`src/rtl/mmio_pkg.sv`:
```
// Shared constants for the MMIO controller: I/O window, register addresses, field widths.
// The optional switch debouncer is enabled with the SW_DEBOUNCE_EN macro (see mmio_controller).
package mmio_pkg;

  localparam logic [3:0]  IO_WINDOW    = 4'hF;

  localparam logic [31:0] ADDR_HEX     = 32'hF000_0000;
  localparam logic [31:0] ADDR_LEDR    = 32'hF000_0004;
  localparam logic [31:0] ADDR_LEDG    = 32'hF000_0008;
  localparam logic [31:0] ADDR_KEY     = 32'hF000_0010;
  localparam logic [31:0] ADDR_SW      = 32'hF000_0014;
  localparam logic [31:0] ADDR_KEYEDGE = 32'hF000_0018;

  localparam int HEX_W  = 16;
  localparam int LEDR_W = 10;
  localparam int LEDG_W = 8;
  localparam int KEY_W  = 4;
  localparam int SW_W   = 10;

  typedef enum logic [2:0] {
    REG_NONE,
    REG_HEX,
    REG_LEDR,
    REG_LEDG,
    REG_KEY,
    REG_SW,
    REG_KEYEDGE
  } reg_sel_e;

  // Exact-match decode; anything else (inside or outside the window) is unmapped.
  function automatic reg_sel_e decode_addr(input logic [31:0] a);
    reg_sel_e sel;
    case (a)
      ADDR_HEX:     sel = REG_HEX;
      ADDR_LEDR:    sel = REG_LEDR;
      ADDR_LEDG:    sel = REG_LEDG;
      ADDR_KEY:     sel = REG_KEY;
      ADDR_SW:      sel = REG_SW;
      ADDR_KEYEDGE: sel = REG_KEYEDGE;
      default:      sel = REG_NONE;
    endcase
    return sel;
  endfunction

endpackage

```
`src/rtl/mmio_sync_edge.sv`:
```
// Parameterised 2-flop synchroniser with an optional rising-edge detector on the synchronised output.
// Reset drives every flop to 0, so callers present idle inputs as 0.
module mmio_sync_edge #(
  parameter int W       = 1,
  parameter bit EDGE_EN = 1'b1
) (
  input  logic         clk,
  input  logic         reset,
  input  logic [W-1:0] d,
  output logic [W-1:0] q,
  output logic [W-1:0] rise
);

  logic [W-1:0] meta_reg;
  logic [W-1:0] sync_reg;

  always_ff @(posedge clk) begin
    if (reset) begin
      meta_reg <= '0;
      sync_reg <= '0;
    end else begin
      meta_reg <= d;
      sync_reg <= meta_reg;
    end
  end

  assign q = sync_reg;

  generate
    if (EDGE_EN) begin : g_edge
      logic [W-1:0] prev_reg;

      always_ff @(posedge clk) begin
        if (reset) prev_reg <= '0;
        else       prev_reg <= sync_reg;
      end

      for (genvar gi = 0; gi < W; gi++) begin : g_bit
        assign rise[gi] = sync_reg[gi] & ~prev_reg[gi];
      end
    end else begin : g_no_edge
      assign rise = '0;
    end
  endgenerate

endmodule

```
`src/rtl/mmio_controller.sv`:
```
// MMIO controller for the 0xF000_00xx window: board output registers, synchronised inputs, sticky key edges.
// Define SW_DEBOUNCE_EN to debounce the switches before they are visible on SW reads.
module mmio_controller
  import mmio_pkg::*;
#(
  parameter int DBITS = 32
`ifdef SW_DEBOUNCE_EN
  , parameter logic [15:0] DEBOUNCE_CYCLES = 16'd50000
`endif
) (
  input  logic              clk,
  input  logic              reset,
  input  logic [DBITS-1:0]  addr,
  input  logic              wr_en,
  input  logic [DBITS-1:0]  wr_data,
  input  logic              rd_en,
  output logic              io_hit,
  output logic [DBITS-1:0]  rd_data,
  output logic              rd_valid,
  input  logic [KEY_W-1:0]  key_n,
  input  logic [SW_W-1:0]   sw,
  output logic [HEX_W-1:0]  hex_val,
  output logic [LEDR_W-1:0] ledr,
  output logic [LEDG_W-1:0] ledg
);

  logic [KEY_W-1:0]  key_s;
  logic [KEY_W-1:0]  key_rise;
  logic [SW_W-1:0]   sw_s;
  logic [SW_W-1:0]   sw_edge_unused;
  logic [SW_W-1:0]   sw_rd;
  logic              wr_data_unused;

  logic [HEX_W-1:0]  hex_reg;
  logic [LEDR_W-1:0] ledr_reg;
  logic [LEDG_W-1:0] ledg_reg;
  logic [KEY_W-1:0]  keyedge_reg;
  logic [KEY_W-1:0]  keyedge_clr;
  logic [DBITS-1:0]  rd_data_reg;
  logic              rd_valid_reg;
  logic [DBITS-1:0]  rd_mux;
  reg_sel_e          sel;

  // Keys are inverted up front so that "pressed" is 1 and the reset state means "not pressed".
  mmio_sync_edge #(.W(KEY_W), .EDGE_EN(1'b1)) u_key_sync (
    .clk   (clk),
    .reset (reset),
    .d     (~key_n),
    .q     (key_s),
    .rise  (key_rise)
  );

  mmio_sync_edge #(.W(SW_W), .EDGE_EN(1'b0)) u_sw_sync (
    .clk   (clk),
    .reset (reset),
    .d     (sw),
    .q     (sw_s),
    .rise  (sw_edge_unused)
  );

`ifdef SW_DEBOUNCE_EN
  logic [15:0]     db_cnt_reg;
  logic [SW_W-1:0] db_cand_reg;
  logic [SW_W-1:0] sw_db_reg;

  // Any change restarts the window; the candidate is published once it has held long enough.
  always_ff @(posedge clk) begin
    if (reset) begin
      db_cnt_reg  <= '0;
      db_cand_reg <= '0;
      sw_db_reg   <= '0;
    end else if (sw_s != db_cand_reg) begin
      db_cand_reg <= sw_s;
      db_cnt_reg  <= '0;
    end else if (db_cnt_reg == DEBOUNCE_CYCLES - 16'd1) begin
      sw_db_reg   <= db_cand_reg;
    end else begin
      db_cnt_reg  <= db_cnt_reg + 16'd1;
    end
  end

  assign sw_rd = sw_db_reg;
`else
  assign sw_rd = sw_s;
`endif

  assign sel            = decode_addr(addr);
  assign io_hit         = (addr[DBITS-1 -: 4] == IO_WINDOW);
  assign wr_data_unused = ^wr_data[DBITS-1:HEX_W];
  assign keyedge_clr    = (wr_en && sel == REG_KEYEDGE) ? wr_data[KEY_W-1:0] : '0;

  always_comb begin
    rd_mux = '0;
    case (sel)
      REG_HEX:     rd_mux[HEX_W-1:0]  = hex_reg;
      REG_LEDR:    rd_mux[LEDR_W-1:0] = ledr_reg;
      REG_LEDG:    rd_mux[LEDG_W-1:0] = ledg_reg;
      REG_KEY:     rd_mux[KEY_W-1:0]  = key_s;
      REG_SW:      rd_mux[SW_W-1:0]   = sw_rd;
      REG_KEYEDGE: rd_mux[KEY_W-1:0]  = keyedge_reg;
      default:     rd_mux             = '0;
    endcase
  end

  // The read mux samples register state before this edge's write, so a same-cycle read sees the old value.
  always_ff @(posedge clk) begin
    if (reset) begin
      hex_reg      <= '0;
      ledr_reg     <= '0;
      ledg_reg     <= '0;
      keyedge_reg  <= '0;
      rd_data_reg  <= '0;
      rd_valid_reg <= 1'b0;
    end else begin
      if (wr_en) begin
        case (sel)
          REG_HEX:  hex_reg  <= wr_data[HEX_W-1:0];
          REG_LEDR: ledr_reg <= wr_data[LEDR_W-1:0];
          REG_LEDG: ledg_reg <= wr_data[LEDG_W-1:0];
          default:  ;
        endcase
      end
      // A fresh press beats a software clear of the same bit.
      keyedge_reg  <= (keyedge_reg & ~keyedge_clr) | key_rise;
      rd_valid_reg <= rd_en;
      if (rd_en) rd_data_reg <= rd_mux;
    end
  end

  assign hex_val  = hex_reg;
  assign ledr     = ledr_reg;
  assign ledg     = ledg_reg;
  assign rd_data  = rd_data_reg;
  assign rd_valid = rd_valid_reg;

endmodule

```
`config.mk`:
```
export PLATFORM = sky130hd
export DESIGN_NAME = mmio_controller
export DESIGN_NICKNAME = d
export VERILOG_FILES = /design/src/rtl/mmio_pkg.sv /design/src/rtl/mmio_sync_edge.sv /design/src/rtl/mmio_controller.sv
export SDC_FILE = /design/constraint.sdc
export NUM_CORES = 1
export LEC_CHECK = 0
export BUFFER_PORTS_ARGS = -buffer_cell sky130_fd_sc_hd__buf_2
export CORE_MARGIN = 2
export CORE_UTILIZATION = 49
export CTS_BUF_LIST = sky130_fd_sc_hd__clkbuf_16
export CTS_CLUSTER_SIZE = 20
export DETAILED_ROUTE_END_ITERATION = 7
export PLACE_DENSITY = 0.84
export SYNTH_ARGS = -nofsm -noshare
export SYNTH_HDL_FRONTEND = slang
export SYNTH_HIERARCHICAL = 1
export SYNTH_SLANG_ARGS = --single-unit
```
`constraint.sdc`:
```
create_clock -name clk -period 1.75 [get_ports clk]
set_input_delay 0.2625 -clock clk [delete_from_list [all_inputs] [get_ports clk]]
set_output_delay 0.2625 -clock clk [all_outputs]
set_load 0.005 [all_outputs]
```
==> results.toml, run 1 <==
[run_status]
outcome = "finished, final reports clean"

[detailed_routing]
drt-initial-drc-count = 109
wire_per_inst_um = 14.90
route.detailed.drc = 0
detailroute.via_count = 3008
postRouteWirelength_um = 8913
drt_first_pass_iters = 4
antenna_violating_nets_post_route = 0
post_drt_via_cell_ratio = 5.030

[die]
die_y_um = 91.28
ioPinCount = 150
placementRows = 31
start_util_pct = 50.91
design.die.area_mm2 = 0.008331
die_width_um = 91.28
placeableCoreArea_mm2 = 0.007331

[clock_network]
tritoncts_clock_tree = "yes"
path_clk_slew_ns = 0.06
cts-htree-levels = 3
clk-insertion-delay-late_ns = 0.33
post-cts-setup-buffer-count = 0
cts-hold-fix-buffers = 0
clockBufferDepth = 2
cts-root-buf = "sky130_fd_sc_hd__clkbuf_16"
clock-sinks = 87
post_cts.resized_instances = 0
number_of_clock_buffers_inserted_by_tritoncts = 9

[critical_path]
critPathLaunchType = "primary input"
required_ns = 2.00
critical_path.reg2reg.startpoint = "u_key_sync/q[0]$_SDFF_PP0_"
endpoint_of_the_worst_register_to_register_path = "rd_data[0]$_SDFFE_PP0P_"
worst-setup-path-type = "in -> reg"
cp_max_fo = 5
cp-startpoint = "addr[9]"
regToRegSetupSlack_ns = 0.62
cp.arrival_ns = 1.76
r2r.worst_path.cells = 4
critical_path.endpoint = "rd_data[7]$_SDFFE_PP0P_"
crit_path_end_kind = "register"

[timing]
timing.slew.headroom_pct = 57.48
hold_viol = 0
max_slew_violation_total_from_the_final_report = 0
tightestPinTransition_ns = 0.6354
setup_viol_count_final = 0
aggregate_negative_setup_slack_ns = 0
fmax_ghz = 0.6645
final.setup.worst_slack_ns = 0.2451
hold_slack_ns = 0.1439
setup_repair_after_global_routing_missed_its_margin = "no"
clock_skew_ns = 0.004925
post-route-period-util_pct = 86.00
min_period_ns = 1.505

[global_routing]
grt_use_met1_pct = 26.23
number_of_global_route_vias_before_repair = 3018
grt_antenna_before_repair = 0
grt_first_pass_wirelength_um = 14700
grt_start_max_net_pins = 30
gr-usage-met2_pct = 37.53
globalRouteOverflowTotal = 0
globalRouteMet3Util_pct = 6.058
globalRoute.busiestLayer = "met2"
global_route.usage.total_pct = 21.96

[final_layout]
final_cells = 598
synthToLayoutAreaGrowth_pct = 27.05
layout_common_cells = "sky130_fd_sc_hd__buf_2, sky130_fd_sc_hd__dfxtp_1, sky130_fd_sc_hd__nor2_1"
num_antenna_cells = 0
final_net_count = 576
final_common_cell = "sky130_fd_sc_hd__buf_2"
layout-drive-gt1-share_pct = 40.88

[hold_path]
holdCritStartpoint = "sw[8]"
worst_hold_path_type = "in -> reg"

[placed_design]
dp_cells = 582
port-buffer-count = 117
gp_routability_congestion = 0.8550
pre_cts_slack_ns = -0.08018
dp.final_hpwl_um = 6714

[power_and_ir_drop]
totalPowerFinal_w = 0.003953
worst_ir_drop_vdd_uv = 623.6
p_leak_nw = 2.226
power_per_cell_area_mw_per_mm2 = 833.5

[logic_synthesis]
syn_area_mm2 = 0.003732
yosys_warnings = 6
syn-mean-instance-area_um2 = 10.40
syn_inst = 359

[flow_run]
maxCapViolCount = 0
-- worst min-delay path by stage --
stage	to	slack [ns]	cells after the start
floorplan	u_sw_sync/meta_reg[0]$_SDFF_PP0_	0.39	1
global placement	u_key_sync/q[1]$_SDFF_PP0_	0.42	1
detailed placement	u_sw_sync/q[4]$_SDFF_PP0_	0.42	1
CTS	u_sw_sync/meta_reg[2]$_SDFF_PP0_	0.14	2
global route	u_sw_sync/meta_reg[4]$_SDFF_PP0_	0.15	2
finish	u_sw_sync/meta_reg[8]$_SDFF_PP0_	0.14	2
-- layer usage --
layer,vias up,part of all wire [%]
met4,0,2.1
li1,1478,-
met3,14,7.2
met1,1395,41
met5,-,0
met2,121,49
-- area by class of cell --
| class | instances | area [um^2] |
|---|---|---|
| Timing Repair Buffer | 141 | 805.8 |
| Tap cell | 99 | 123.9 |
| Multi-Input combinational cell | 247 | 1783 |
| Clock buffer | 9 | 225.2 |
| Inverter | 8 | 30.03 |
| Fill cell | 634 | 2589 |
| Clock inverter | 7 | 32.53 |
| Sequential cell | 87 | 1742 |
-- worst max-delay path: stages --
cell,delay (ns)
sky130_fd_sc_hd__buf_2,0.12
sky130_fd_sc_hd__nor4_2,0.34
sky130_fd_sc_hd__nand4_2,0.31
sky130_fd_sc_hd__nor4_2,0.35
sky130_fd_sc_hd__buf_4,0.17
sky130_fd_sc_hd__a32oi_1,0.05
sky130_fd_sc_hd__o21ai_1,0.16
-- where the power goes --
group / internal, W / switching [W] / leakage, nW / total (W)
logic: 0.000130 / 0.000144 / 1.39 / 0.000273
registers: 0.00202 / 0.0000110 / 0.708 / 0.00203
clock network: 0.000935 / 0.000714 / 0.133 / 0.00165
total: 0.00308 / 0.000869 / 2.23 / 0.00395
-- stage by stage --
step	utilization [%]	cell area, um^2
floorplan	-	3789
global placement	61.17	4484
detailed placement	61.17	4484
finish	64.69	4742
CTS	64.69	4742
global route	64.69	4742
No activity file was read; power rests on OpenSTA's default activity.
==> run 2: changes to the inputs <==
--- a/config.mk
+++ b/config.mk
@@ -5,7 +5,9 @@
 export SDC_FILE = /design/constraint.sdc
 export NUM_CORES = 1
 export LEC_CHECK = 0
+export ABC_AREA = 1
 export BUFFER_PORTS_ARGS = -buffer_cell sky130_fd_sc_hd__buf_2
+export CORE_ASPECT_RATIO = 1.75
 export CORE_MARGIN = 2
 export CORE_UTILIZATION = 49
 export CTS_BUF_LIST = sky130_fd_sc_hd__clkbuf_16
==> run 2 against run 1 <==
Compared with the run above:
- cell count grew 23%
- clock power grew 30%
- area after synthesis grew 0.87%
- worst setup slack gained 0.12 ns
- routed wire length grew 6.7%
- non-clock buffer count shrank 5
- critical endpoint is now ledr[6]$_SDFFE_PP0P_
- largest power group is now clock
- highest routed layer unchanged
==> results.toml, run 2 <==
[detailed_routing]
detailroute.via_count = 3615
antenna_violating_nets_post_route = 0
drt-initial-drc-count = 251
post_drt_via_cell_ratio = 4.898
route.detailed.drc = 0
drt_first_pass_iters = 6
postRouteWirelength_um = 9509
wire_per_inst_um = 12.88

[critical_path]
timing.critical_path.cells = "buf_2, inv_1, nand2_1, nor2_2, nand2_2, nor2_1, nand3_1, buf_4, o21ai_0, nor2_1"
critical-path-top-delay-family = "simple AND/OR/NAND/NOR gates"
cp_max_fo = 6
cp.buffers_inverters = 3
critical-path-top-cell-by-count = "sky130_fd_sc_hd__nor2_1"
crit_path_end_kind = "register"
required_ns = 1.98
cp.arrival_ns = 1.61
worst-setup-path-type = "in -> reg"
critPathLaunchType = "primary input"
critical_path_s_largest_stage_delay_ns = 0.23
crit_slowest_cell = "sky130_fd_sc_hd__buf_4"

[clock_network]
cts-hold-fix-buffers = 0
cts-htree-levels = 3
post-cts-setup-buffer-count = 0
path_clk_slew_ns = 0.06
tritoncts_clock_tree = "yes"
clockBufferDepth = 2
cts-root-buf = "sky130_fd_sc_hd__clkbuf_16"
number_of_clock_buffers_inserted_by_tritoncts = 9
post_cts.resized_instances = 0
clk-insertion-delay-late_ns = 0.34
clock-sinks = 87

[timing]
fmax_ghz = 0.7218
setup_repair_after_global_routing_missed_its_margin = "no"
post-route-period-util_pct = 79.17
clock_skew_ns = 0.004807
aggregate_negative_setup_slack_ns = 0
hold_viol = 0
setup_viol_count_final = 0
tightestPinTransition_ns = 0.5501
max_slew_violation_total_from_the_final_report = 0
min_period_ns = 1.385
timing.slew.headroom_pct = 63.28

[global_routing]
globalRouteOverflowTotal = 0
globalRoute.busiestLayer = "met2"
number_of_global_route_vias_before_repair = 3494
globalRouteMet3Util_pct = 5.374
grt_start_max_net_pins = 39
grt_use_met1_pct = 23.51
grt_first_pass_wirelength_um = 15460
grt_antenna_before_repair = 0
gr-usage-met2_pct = 41.69
global_route.usage.total_pct = 23.07

[final_layout]
final_common_cell = "sky130_fd_sc_hd__buf_2"
final.fill_count = 657
final-seq-area_mm2 = 0.001742
postLayoutCellArea_mm2 = 0.004763
final_core_utilization_pct = 63.39
synthToLayoutAreaGrowth_pct = 26.52
final_net_count = 727
layout_common_cells = "sky130_fd_sc_hd__buf_2, sky130_fd_sc_hd__nor2_1, sky130_fd_sc_hd__dfxtp_1"
multi_input_gate_area_in_the_final_layout_mm2 = 0.001540
num_antenna_cells = 0
layout-drive-gt1-share_pct = 27.23

[logic_synthesis]
yosys_warnings = 6
syn_inst = 520
syn_area_mm2 = 0.003765
syn-mean-instance-area_um2 = 7.240

[flow_run]
maxCapViolCount = 0

[power_and_ir_drop]
p_comb_share_pct = 5.7
net_switching_component_of_the_power_w = 0.0009186
power_per_cell_area_mw_per_mm2 = 929.8
totalPowerFinal_w = 0.004429
sw_frac_of_total_pct = 20.74
worst_ir_drop_vdd_uv = 643.5
clockPowerShare_pct = 48.3
p_int_w = 0.003510
p_leak_nw = 2.424
p_seq_share_pct = 46.0

[die]
placeableCoreArea_mm2 = 0.007515
die_y_um = 120.0
design.die.area_mm2 = 0.008428
die_width_um = 70.26
placementRows = 42
ioPinCount = 150
start_util_pct = 50.10

[placed_design]
dp.final_hpwl_um = 7026
gp_routability_congestion = 0.8996
port-buffer-count = 117
detailed_place.area_mm2 = 0.004427

[run_status]
outcome = "finished, final reports clean"

[hold_path]
worst_hold_path_type = "in -> reg"
## run 2: tightest hold or removal path: stages
cell                     delay, ns
sky130_fd_sc_hd__buf_2        0.08
sky130_fd_sc_hd__inv_1        0.03
sky130_fd_sc_hd__nor2_1       0.06
## run 2: layout make-up
type	count	area share (%)
clock buffers	9	4.728
clock inverters	7	2.338
inverters	75	5.910
multi-input cells	336	32.34
flip-flops and latches	87	36.56
well taps	88	2.312
repair buffers	136	15.81
## run 2: path summary, 6_finish.rpt
path	end	cells past startpoint	slack, ns	startpoint
max	ledr[6]$_SDFFE_PP0P_	10	0.36	addr[8]
min	u_sw_sync/meta_reg[4]$_SDFF_PP0_	3	0.12	sw[4]
min reg2reg	u_sw_sync/q[1]$_SDFF_PP0_	2	0.40	u_sw_sync/meta_reg[1]$_SDFF_PP0_
max reg2reg	rd_data[2]$_SDFFE_PP0P_	4	0.83	ledr[2]$_SDFFE_PP0P_
## run 2: power by group through the flow
stage	sequential, W	clock (W)	combinational, W
after floorplan	0.00208	0	0.000162
after global placement	0.00208	0	0.000242
after detailed placement	0.00208	0	0.000249
after CTS	0.00204	0.00218	0.000251
after global routing	0.00204	0.00226	0.000283
final	0.00204	0.00214	0.000251
## run 2: layer usage
| layer | wire, um | share of wire, % |
|---|---|---|
| met5 | 0 | 0 |
| met4 | 442 | 4.6 |
| met3 | 580 | 6.1 |
| met2 | 5037 | 53 |
| met1 | 3447 | 36 |
## run 2: through the flow
step                      hold slack (ns)  instances  setup WS (ns)
after floorplan                    0.3337        535         0.3928
after global placement             0.3901        722        0.08097
after detailed placement           0.3921        722        0.04777
after CTS                          0.1173        738         0.3854
after global routing               0.1288        738         0.1887
final                              0.1229        738         0.3646
